$ cat src/rtl/snes_pad_pkg.sv
// Shared constants and state type for the SNES joypad responder.
package snes_pad_pkg;
    localparam int PAD_BITS = 16;
    localparam int BTN_BITS = 12;
    localparam logic [4:0] CNT_FULL = 5'd16;

    localparam int BTN_IDX_B      = 0;
    localparam int BTN_IDX_Y      = 1;
    localparam int BTN_IDX_SELECT = 2;
    localparam int BTN_IDX_START  = 3;
    localparam int BTN_IDX_UP     = 4;
    localparam int BTN_IDX_DOWN   = 5;
    localparam int BTN_IDX_LEFT   = 6;
    localparam int BTN_IDX_RIGHT  = 7;
    localparam int BTN_IDX_A      = 8;
    localparam int BTN_IDX_X      = 9;
    localparam int BTN_IDX_L      = 10;
    localparam int BTN_IDX_R      = 11;

    typedef enum logic [1:0] {LOAD, SHIFT, DONE} pad_state_e;
endpackage

$ cat src/rtl/snes_pad_shreg.sv
// One pad's 16-bit frame register: parallel load, shift right with logical-1 fill.
module snes_pad_shreg
    import snes_pad_pkg::*;
(
    input  logic                clk,
    input  logic                rst,
    input  logic                load,
    input  logic                shift,
    input  logic [PAD_BITS-1:0] din,
    output logic                lsb_next
);
    logic [PAD_BITS-1:0] q, q_next;

    always_comb begin
        q_next = q;
        if (load)
            q_next = din;
        else if (shift)
            q_next = {1'b1, q[PAD_BITS-1:1]};
    end

    // The output register upstream wants the bit that will be current after this edge.
    assign lsb_next = q_next[0];

    always_ff @(posedge clk or posedge rst) begin
        if (rst)
            q <= '0;
        else
            q <= q_next;
    end
endmodule

$ cat src/rtl/snes_pad_resp.sv
// SNES joypad device-side responder. Define SNES_MULTITAP_EN for the four-pad multitap model.
module snes_pad_resp
    import snes_pad_pkg::*;
#(
    parameter int         SYNC_STAGES = 2,
    parameter logic [3:0] PAD_ID      = 4'b0000
) (
    input  logic                CLK,
    input  logic                RESET,
    input  logic [BTN_BITS-1:0] BTN_A,
    input  logic [BTN_BITS-1:0] BTN_B,
    input  logic [BTN_BITS-1:0] BTN_C,
    input  logic [BTN_BITS-1:0] BTN_D,
    input  logic                JOY_STRB,
    input  logic                JOY_CLK,
    input  logic                JOY_P6,
    output logic [1:0]          JOY_DO
);
`ifdef SNES_MULTITAP_EN
    localparam int NUM_PADS = 4;
`else
    localparam int NUM_PADS = 1;
`endif

    logic [SYNC_STAGES-1:0] strb_sync, clk_sync;
    logic strb_s, clk_s, clk_q, clk_rise;

    always_ff @(posedge CLK or posedge RESET) begin
        if (RESET) begin
            strb_sync <= '0;
            clk_sync  <= '1;
            clk_q     <= 1'b1;
        end else begin
            strb_sync <= {strb_sync[SYNC_STAGES-2:0], JOY_STRB};
            clk_sync  <= {clk_sync[SYNC_STAGES-2:0], JOY_CLK};
            clk_q     <= clk_s;
        end
    end

    assign strb_s   = strb_sync[SYNC_STAGES-1];
    assign clk_s    = clk_sync[SYNC_STAGES-1];
    assign clk_rise = clk_s & ~clk_q;

`ifdef SNES_MULTITAP_EN
    logic [SYNC_STAGES-1:0] p6_sync;
    logic p6_s;

    always_ff @(posedge CLK or posedge RESET) begin
        if (RESET)
            p6_sync <= '1;
        else
            p6_sync <= {p6_sync[SYNC_STAGES-2:0], JOY_P6};
    end
    assign p6_s = p6_sync[SYNC_STAGES-1];
`else
    logic unused_inputs;
    assign unused_inputs = ^{BTN_B, BTN_C, BTN_D, JOY_P6};
`endif

    pad_state_e state, state_nx;
    logic [4:0] cnt, cnt_nx;
    logic load, shift;

    always_ff @(posedge CLK or posedge RESET) begin
        if (RESET) begin
            state <= SHIFT;
            cnt   <= '0;
        end else begin
            state <= state_nx;
            cnt   <= cnt_nx;
        end
    end

    // Strobe dominates everything, including a coincident clock edge.
    always_comb begin
        state_nx = state;
        cnt_nx   = cnt;
        load     = 1'b0;
        shift    = 1'b0;
        if (strb_s) begin
            state_nx = LOAD;
            cnt_nx   = '0;
            load     = 1'b1;
        end else begin
            unique case (state)
                LOAD:  state_nx = SHIFT;
                SHIFT: if (clk_rise) begin
                    shift  = 1'b1;
                    cnt_nx = (cnt == CNT_FULL) ? cnt : cnt + 5'd1;
                    if (cnt_nx == CNT_FULL)
                        state_nx = DONE;
                end
                default: ;
            endcase
        end
    end

    logic [NUM_PADS-1:0][BTN_BITS-1:0] btn;
    logic [NUM_PADS-1:0] lsb_next;

`ifdef SNES_MULTITAP_EN
    assign btn = {BTN_D, BTN_C, BTN_B, BTN_A};
`else
    assign btn[0] = BTN_A;
`endif

    for (genvar i = 0; i < NUM_PADS; i++) begin : g_pad
        snes_pad_shreg u_shreg (
            .clk      (CLK),
            .rst      (RESET),
            .load     (load),
            .shift    (shift),
            .din      ({PAD_ID, btn[i]}),
            .lsb_next (lsb_next[i])
        );
    end

    logic [1:0] do_nx;

    always_comb begin
`ifdef SNES_MULTITAP_EN
        do_nx = p6_s ? {~lsb_next[1], ~lsb_next[0]} : {~lsb_next[3], ~lsb_next[2]};
        if (strb_s)
            do_nx[1] = 1'b0;
`else
        do_nx = {1'b1, ~lsb_next[0]};
`endif
        if (state_nx == DONE)
            do_nx[0] = 1'b0;
    end

    always_ff @(posedge CLK or posedge RESET) begin
        if (RESET)
            JOY_DO <= 2'b11;
        else
            JOY_DO <= do_nx;
    end
endmodule

$ cat config.mk
export PLATFORM = sky130hd
export DESIGN_NAME = snes_pad_resp
export DESIGN_NICKNAME = d
export VERILOG_FILES = /design/src/rtl/snes_pad_pkg.sv /design/src/rtl/snes_pad_shreg.sv /design/src/rtl/snes_pad_resp.sv
export SDC_FILE = /design/constraint.sdc
export NUM_CORES = 1
export LEC_CHECK = 0
export BUFFER_PORTS_ARGS = -buffer_cell sky130_fd_sc_hd__buf_2
export CAP_MARGIN = 20
export CORE_MARGIN = 8
export CORE_UTILIZATION = 51
export CTS_CLUSTER_SIZE = 16
export DETAILED_ROUTE_END_ITERATION = 8
export PLACE_DENSITY = 0.83
export SYNTH_ARGS = -nofsm -noshare
export SYNTH_HDL_FRONTEND = slang
export SYNTH_HIERARCHICAL = 1
export SYNTH_SLANG_ARGS = --single-unit
$ cat constraint.sdc
create_clock -name CLK -period 5.4 [get_ports CLK]
set_clock_uncertainty 0.1 [all_clocks]
set_input_delay 1.08 -clock CLK [delete_from_list [all_inputs] [get_ports CLK]]
set_output_delay 1.08 -clock CLK [all_outputs]
set_load 0.03 [all_outputs]
# == Word level (Yosys, flattened, before mapping) ==
# Cells that the tools add are included.
# op_classes
n_addsub,1
n_mux,15
order_cmp,0
n_eq_ne,4
div,0
shift,0
reduce_logical,5
multipliers,0
n_bitwise,3
# ops
cell,count
2-to-1 mux 16 bit,2
2-to-1 mux 5 bit,4
== test 5 bit (second input constant),2
2-to-1 mux 2 bit,3
nonzero test 2 bit,3
adder 5 x 1 -> 5 bit (second input constant),1
2-to-1 mux 1 bit,5
one-hot mux 2 bit (2 select lines),1
== test 2 x 1 -> 1 bit (second input constant),1
== test 2 bit (second input constant),1
logical NOT 2 bit,1
NOT 1 bit,2
AND reduction 2 bit,1
AND 1 bit,1
# totals
ram_bits,0
output_inout_bits,2
wordCells,36
n_memories,0
in_bits,53
latchBits,0
reg_bits,29
mem_bits_ro,0

# == Longest topological paths before layout ==
# Gate-level depths: netlist (run 1).
# logic_depth
depth_word,9
ltp_mapped,9

# == Hierarchy ==
# The synthesis (run 1) kept the hierarchy.
# by_module_without_submodules
module,seq_area_each_um2,n_inst,area_each_um2,cells_per_inst
snes_pad_shreg,400.4,1,743.2,70
snes_pad_resp,331.6,1,654.4,65

# == Worst setup path after synthesis (run 1) ==
# Ideal clock, no wire load.
# synth_timing
path_type,flip-flop to flip-flop
startpoint,register clk_sync[1]
endpoint,register JOY_DO[0]
path_stages_with_launch,10
period_less_slack_ns,2.078
path_buffers,3
arrival_ns,1.901
slack_ns,3.322
required_time_ns,5.223
cell_sequence,dfstp_2 nor4bb_1 buf_2 and2_1 buf_6 buf_12 mux2i_1 o21ai_1 a21o_1 a31oi_1
# synth_between
elab_chain_len,8
# synth_rtl
element,line_no,source
"start, declared",snes_pad_resp.sv:25,"logic [SYNC_STAGES-1:0] strb_sync, clk_sync;"
"start signal, assigned",snes_pad_resp.sv:35,"clk_sync <= {clk_sync[SYNC_STAGES-2:0], JOY_CLK};"
AND 1 bit,snes_pad_resp.sv:42,assign clk_rise = clk_s & ~clk_q;
2-to-1 mux 1 bit,snes_pad_resp.sv:87,SHIFT: if (clk_rise) begin
2-to-1 mux 1 bit,snes_pad_resp.sv:85,unique case (state)
2-to-1 mux 1 bit,snes_pad_resp.sv:80,if (strb_s) begin
named net shift,snes_pad_resp.sv:62,"logic load, shift;"
2-to-1 mux 16 bit,snes_pad_shreg.sv:18,else if (shift)
2-to-1 mux 16 bit,snes_pad_shreg.sv:16,if (load)
named net lsb_next,snes_pad_resp.sv:99,logic [NUM_PADS-1:0] lsb_next;
NOT 1 bit,snes_pad_resp.sv:126,"do_nx = {1'b1, ~lsb_next[0]};"
2-to-1 mux 1 bit,snes_pad_resp.sv:128,if (state_nx == DONE)
named net do_nx[0],snes_pad_resp.sv:118,logic [1:0] do_nx;
"end signal, assigned",snes_pad_resp.sv:136,JOY_DO <= do_nx;
"end, declared",snes_pad_resp.sv:17,output logic [1:0] JOY_DO
# The timed path passes the listed nets, and every way through them passes these cells. The select of a mux whose other input is x is not followed.
# A chain may end at the register's enable or synchronous reset.

# == Worst setup path in the final report (run 1) ==
# Ends and elaborated chain as after synthesis.

==> results of run 1 <==
-- state kept, by name, summed over array words and instances (netlist names) --
register	cells
cnt	5
clk_q	1
state	2
clk_sync	2
g_pad.u_shreg/q	16
JOY_DO	1
strb_sync	2
-- worst paths after layout --
| kind | slack [ns] | depth (start not counted) | endpoint | startpoint |
|---|---|---|---|---|
| max | 2.78 | 6 | JOY_DO[0] | clk_sync[1] |
| min | 0.26 | 0 | strb_sync[1] | strb_sync[0] |
| max reg2reg | 2.78 | 6 | JOY_DO[0] | clk_sync[1] |
| min reg2reg | 0.26 | 0 | strb_sync[1] | strb_sync[0] |
| max in group asynchronous | 4.10 | 2 | g_pad[0].u_shreg/q[4] | RESET |
| min in group asynchronous | 0.68 | 2 | cnt[2] | RESET |
-- worst max-delay path: stages, from the launching register on --
cell and delay, ns:
sky130_fd_sc_hd__dfstp_2 0.55, sky130_fd_sc_hd__nor4bb_1 0.41, sky130_fd_sc_hd__and2_1 0.81, sky130_fd_sc_hd__mux2i_1 0.27, sky130_fd_sc_hd__o21ai_1 0.10, sky130_fd_sc_hd__a21o_1 0.16, sky130_fd_sc_hd__a31oi_1 0.15
-- kinds of logic after synthesis --
group | after synthesis | synth area share
DFF | 29 | 0.524
AOI/OAI and AO/OA | 27 | 0.115
adders and majority gates | 2 | 0.0179
and+or+nand+nor | 43 | 0.149
xor gates and xnor gates | 3 | 0.0188
buffers and inverters | 14 | 0.0627
other | 2 | 0.00537
muxes | 15 | 0.107
-- per-layer routing --
metal  global-route usage  vias to the layer above  routed length [µm]
li1                     -                      490                   -
met1                0.120                      466                1000
met2                0.209                       18                1280
met3               0.0442                        5                 146
met4               0.0767                        0                  44
met5                    0                        -                   0
-- power by group through the flow --
stage | clock network (mW) | registers (mW) | logic [mW]
floorplan | 0 | 0.246 | 0.0325
global placement | 0 | 0.249 | 0.0378
detailed placement | 0 | 0.250 | 0.0398
CTS | 0.128 | 0.246 | 0.0399
global route | 0.138 | 0.247 | 0.0484
finish | 0.122 | 0.244 | 0.0426
-- through the flow --
stage | cells | hold slack [ns] | setup WS [ns]
2_1_floorplan | 138 | 0.231 | 3.32
3_3_place_gp | 176 | 0.235 | 2.20
3_5_place_dp | 176 | 0.237 | 2.13
4_1_cts | 184 | 0.257 | 2.08
5_1_grt | 186 | 0.271 | 2.66
6_report | 186 | 0.256 | 2.78
-- cell usage after synthesis, drive strengths merged --
master	n	area share
or3	1	0.0045
dfstp	5	0.094
a21oi	2	0.0072
nor2	6	0.016
nand3	1	0.0036
a211o	1	0.0063
a32o	1	0.0072
conb	2	0.0054
ha	2	0.018
nand4b	1	0.0063
o211ai	1	0.0054
nand2	21	0.056
inv	5	0.013
dfrtp	24	0.43
and2	1	0.0045
xor2	2	0.013
clkbuf	2	0.0054
xnor2	1	0.0063
nand4	3	0.013
buf	7	0.044
a31oi	2	0.013
nand3b	2	0.011
nor4bb	1	0.0072
a311oi	1	0.0063
nor2b	5	0.022
a21o	1	0.0054
nor3	1	0.0036
o21ai	18	0.064
mux2i	15	0.11
-- layout make-up --
cell class | instances | area share
Sequential cell | 29 | 0.478
Multi-Input combinational cell | 95 | 0.385
Timing Repair Buffer | 18 | 0.0654
Clock buffer | 6 | 0.0270
Tap cell | 31 | 0.0253
Inverter | 5 | 0.0123
Clock inverter | 2 | 0.00654
==> summary by stage, run 1 <==
Floorplan
The die is 68.4 µm wide. The starting density of the core is 0.520. Measured along the y axis, the die boundary spans 68.4 µm. The floorplan has 19 rows. The standard cell core area is approximately 2700 µm². The die covers 4670 µm².

Pin placement for this block handled between 50 and 60 I/O pins.

Pwr
The peak supply drop is 248 µV. The leakage power is 0.679 nW. The share of total power dissipated in sequential elements is 0.597. The internal power contribution is 0.302 mW. In this run the power spent charging and discharging nets is 0.107 mW. The part of the power in combinational logic is 0.104. In this run the power density over the cells is ~270 nW/µm². The total power is around 0.4 mW. Of the total power, the clock network draws 0.299. Of the total power, the share spent switching nets is 0.261.

Timing
The final count of hold timing violations was 0. The final-layout setup total negative slack is 0 ns. Setup repair after global routing left no endpoint under its margin. Measured against its own limit, the worst slew margin works out to 0.383. The maximum frequency from static timing analysis is 382 MHz. The shortest period the worst path allows is 2.62 ns. The share of the clock period used by the worst path after layout is 0.485.

The final setup violation count is 0. The final max-slew violation count is 0. For the pin with the worst max-slew slack, the measured transition is a little over 0.9 ns.

Global routing
The total congestion overflow is 0. The wire length of the first global-routing pass is 4190 µm. The pin count of the biggest net entering global routing is 41.

Across every metal layer, demand over resource in global routing totals 0.121. The initial antenna violation count was 0. The number of global-route vias before repair is roughly 1000.

Clock tree
The buffer levels on the longest clock path is 2. In this run, post-CTS hold repair placed 0 buffers. The buffer type at the clock tree root is sky130_fd_sc_hd__clkbuf_4. TritonCTS built the clock tree. The number of setup buffers added after CTS is 0.

The clock insertion delay at the later pin of the skew report is around 0.32 ns. The H-tree depth is 2. The clock input transition at the sequential cells of the worst setup and hold paths is roughly 0.09 ns. The total of cells resized after clock tree synthesis is 0.

The number of clock sinks is 29. The number of clock buffers inserted by TritonCTS is 5.

Yosys
The post-synthesis average cell area is between 10 and 15 µm². The total of warnings raised by yosys is 6. The post-synthesis cell count is between 100 and 150. The portion of the post-synthesis area used by sequential elements is 0.524. The number of synthesized register bits is 29.

After synthesis the cells add up to about 1400 µm². Yosys mapped the design onto 35 distinct sky130hd cell types.

Critical path
The endpoint type of the worst setup path is a register. The critical path startpoint category is a register. In this run the worst path has a maximum fanout of 17. The data required time at the worst endpoint is 5.55 ns.

The critical path is of the register to register type. Data on the critical path arrives at its endpoint at roughly 2.8 ns.

Routing
The detailed router placed approximately 980 vias in this run. The remaining number of nets flagged by the antenna check after routing is 0. The first detailed-routing pass took 4 iterations. The number of design rule violations left after detail routing is 0. Dividing the detail-routed wire length by the instance count gives 13.3 µm.

The final routed wirelength across all metal layers is around 2500 µm. The via-per-instance ratio is ~5.3. After the first detailed-routing iteration, the DRC count stood at 37.

Cells and area
The footprint of the flip-flops and latches is approximately 730 µm². The finished layout cell area is between 1500 and 2000 µm². The proportion of layout cells with a drive suffix above 1 is 0.206. The area used by multi-input combinational logic is between 500 and 600 µm². The post-layout utilization of the core is 0.570. From synthesis to final layout, the design area changed by 9.49%. Leaving out fill and tap cells, the most frequent cell in the layout is sky130_fd_sc_hd__dfrtp_1. In the layout the commonest cells are sky130_fd_sc_hd__dfrtp_1, sky130_fd_sc_hd__nand2_1, sky130_fd_sc_hd__buf_2.

Fill cells in the final layout number ~240. The total inserted antenna cells is 0. The net count of the finished layout is 209.

Placed design
The cell area after placement is approximately 1500 µm². The number of buffers added on ports is 16. Routability-driven placement finished with a final weighted congestion of between 0.7 and 0.8.

After legalization and detailed placement, the total HPWL measured 1740 µm.

Min path
The kind of path behind the tightest hold check is register to register.

Outcome
The flow ran to the end, and the final reports show no timing, DRC or antenna violations.

Job
The count of max-cap constraint violations is 0.
No activity file was read; power rests on OpenSTA's default activity.
==> run 2: changes to the inputs <==
- CORE_UTILIZATION: 51 -> 43
- PLACE_DENSITY: 0.83 -> 0.75
- clock period: 5.4 -> 2.4 ns (I/O delays scaled with it)
==> summary by stage, run 2 (synthesis gave the netlist of run 1 again) <==
Critical path
The type of the setup path with the least slack is register to register (unchanged). The endpoint type of the worst setup path is a register (unchanged). The peak fanout along the critical path came to 3 (was 17).

The arrival time at the worst endpoint was 2.09 ns (was 2.76 ns). Series of cell instances along the critical path: nor4bb_1 > and2_1 > mux2i_1 > o21ai_1 > a21o_1 > a31oi_1 (unchanged). The critical path startpoint category is a register (unchanged). The data required time at the worst endpoint is 2.54 ns (was 5.55 ns). The peak per-stage delay on the critical path came to 0.55 ns (was 0.81 ns). The slowest stage cell on the critical path was sky130_fd_sc_hd__dfstp_2 (was sky130_fd_sc_hd__and2_1).

Pwr
The leakage power is 0.701 nW (was 0.679 nW). The total power per unit cell area is 665 nW/µm² (was 267 nW/µm²). The total power is 1.06 mW (was 0.409 mW). The peak supply drop is 340 µV (was 248 µV).

Clock tree
The clock input transition at the sequential cells of the worst setup and hold paths came to 0.09 ns (about the same). The number of clock sinks is 29 (unchanged). The buffer levels on the longest clock path was 2 (unchanged).

The total of cells resized after clock tree synthesis is 0 (unchanged). The number of setup buffers added after CTS came to 0 (unchanged). The clock insertion delay at the later pin of the skew report is 0.32 ns (about the same). The CTS tree was yes (unchanged). The buffer type at the clock tree root is sky130_fd_sc_hd__clkbuf_4 (unchanged). The number of clock buffers inserted by TritonCTS came to 5 (unchanged).

The H-tree depth is 2 (unchanged). The number of buffers inserted for hold repair after clock tree synthesis is 0 (unchanged).

Global routing
The global-route usage over all layers is 0.106 (was 0.121). The initial antenna violation count came to 0 (unchanged). The pin count of the biggest net entering global routing came to 40 (was 41). The number of global-route vias before repair is 1015 (was 989). The wire length of the first global-routing pass came to 4370 µm (was 4190 µm). The total congestion overflow is 0 (unchanged).

Timing
The normalized max-slew margin is 0.607 (was 0.383). The final-layout setup total negative slack is 0 ns (unchanged). The measured slew at the worst slew-check pin is 0.589 ns (was 0.926 ns). RSZ-0062 raised after global routing: no (unchanged). The shortest period the worst path allows is 1.94 ns (was 2.62 ns).

The final count of hold timing violations is 0 (unchanged). The final setup violation count was 0 (unchanged). The final max-slew violation count came to 0 (unchanged). The maximum frequency from static timing analysis is 515 MHz (was 382 MHz). The share of the clock period used by the worst path after layout is 0.810 (was 0.485).

Cells and area
The finished layout cell area is 1590 µm² (was 1530 µm²). The commonest non-fill, non-tap cell in the layout is sky130_fd_sc_hd__dfrtp_1 (unchanged). The number of flip-flops under the largest register name is 16 (unchanged). The synthesis-to-layout area growth is 13.8% (was 9.49%). Commonest cells after routing, fill and taps aside: sky130_fd_sc_hd__dfrtp_1, sky130_fd_sc_hd__nand2_1, sky130_fd_sc_hd__buf_2 (unchanged). The proportion of layout cells with a drive suffix above 1 is 0.217 (was 0.206). The count of filler cells inserted in the layout came to 283 (was 241). The register name with the most flops is g_pad.u_shreg/q (unchanged). The final-stage net count was 211 (was 209). The total inserted antenna cells came to 0 (unchanged). The post-layout utilization of the core is 0.517 (was 0.570). Largest registers: g_pad.u_shreg/q (16), cnt (5) (unchanged).

Floorplan
The die extent in x is 73.0 µm (was 68.4 µm). The area enclosed by the die boundary is 5330 µm² (was 4670 µm²). The count of boundary I/O pins came to 55 (unchanged). The total number of placement rows is 20 (was 19). The standard cell core area is 3080 µm² (was 2690 µm²). The starting density of the core is 0.454 (was 0.520). The die span in y is 73.0 µm (was 68.4 µm).

Placed design
The final weighted congestion in routability-driven placement came to 0.751 (was 0.756). The number of buffers added on ports is 16 (unchanged). The cell area after placement is 1510 µm² (was 1460 µm²). The post-DP HPWL came to 1850 µm (was 1740 µm).

Job
The count of max-cap constraint violations was 0 (unchanged).

Routing
The number of design rule violations left after detail routing is 0 (unchanged). The remaining number of nets flagged by the antenna check after routing was 0 (unchanged). The count of vias placed by the detailed router is 982 (was 979). The number of iterations in the first detailed-routing pass was 4 (unchanged).

The via-per-instance ratio is 4.89 (was 5.26). The final routed wirelength across all metal layers is 2520 µm (was 2470 µm). The number of DRC markers in iteration 0 was 33 (was 37). The routed length per instance is 12.5 µm (was 13.3 µm).

Outcome
Run status: complete, no violations (unchanged).

Min path
The kind of path behind the tightest hold check is input port to async pin (was register to register).
==> run 2: cell count changes in the layout (fill, tap and decap cells not counted) <==
| cell | change |
|---|---|
| sky130_fd_sc_hd__buf_4 | +4 |
| sky130_fd_sc_hd__buf_8 | -1 |
| sky130_fd_sc_hd__bufinv_16 | +1 |
| sky130_fd_sc_hd__clkbuf_2 | -1 |
| sky130_fd_sc_hd__clkbuf_8 | +1 |
| sky130_fd_sc_hd__clkinv_2 | -2 |
==> run 2: stage by stage <==
step           instances  setup WS (ns)  hold slack (ns)
2_1_floorplan        138          0.322            0.231
3_3_place_gp         193          0.544            0.239
3_5_place_dp         193          0.473            0.243
4_1_cts              201          0.456           0.0760
5_1_grt              201          0.258           0.0897
6_report             201          0.456           0.0734
==> run 2: path summary, 6_finish.rpt <==
check,endpoint,from,cells after the start,slack (ns)
max reg2reg,JOY_DO[0],clk_sync[1],6,0.46
min in group CLK,clk_sync[0],JOY_CLK,1,0.16
max in group asynchronous,g_pad[0].u_shreg/q[4],RESET,2,1.69
min reg2reg,strb_sync[1],strb_sync[0],0,0.26
max,JOY_DO[0],clk_sync[1],6,0.46
min,cnt[2],RESET,2,0.07
==> run 2: where the power goes <==
group	internal, mW	switching (mW)
Clock	0.249	0.163
Sequential	0.526	0.0194
Combinational	0.0426	0.0573
==> run 2: cell type report <==
cell class,count,area [µm²],area share
well taps,44,55.1,0.0346
clock buffers,7,55.1,0.0346
repair buffers,20,110,0.0692
inverters,5,18.8,0.0118
flip-flops and latches,29,732,0.460
clock inverters,1,30.0,0.0189
multi-input cells,95,589,0.371
==> run 2: critical path, delay by kind of cell, from the launching register on <==
kind,cells,cell delay (ns)
AOI/OAI and AO/OA,3,0.43
DFF,1,0.55
and+or+nand+nor,2,0.60
muxes,1,0.19
==> run 2: metal layers <==
metal / global-route usage / wire, µm
met1: 0.106 / 1050
met2: 0.185 / 1260
met3: 0.0467 / 160
met4: 0.0467 / 44
met5: 0 / 0
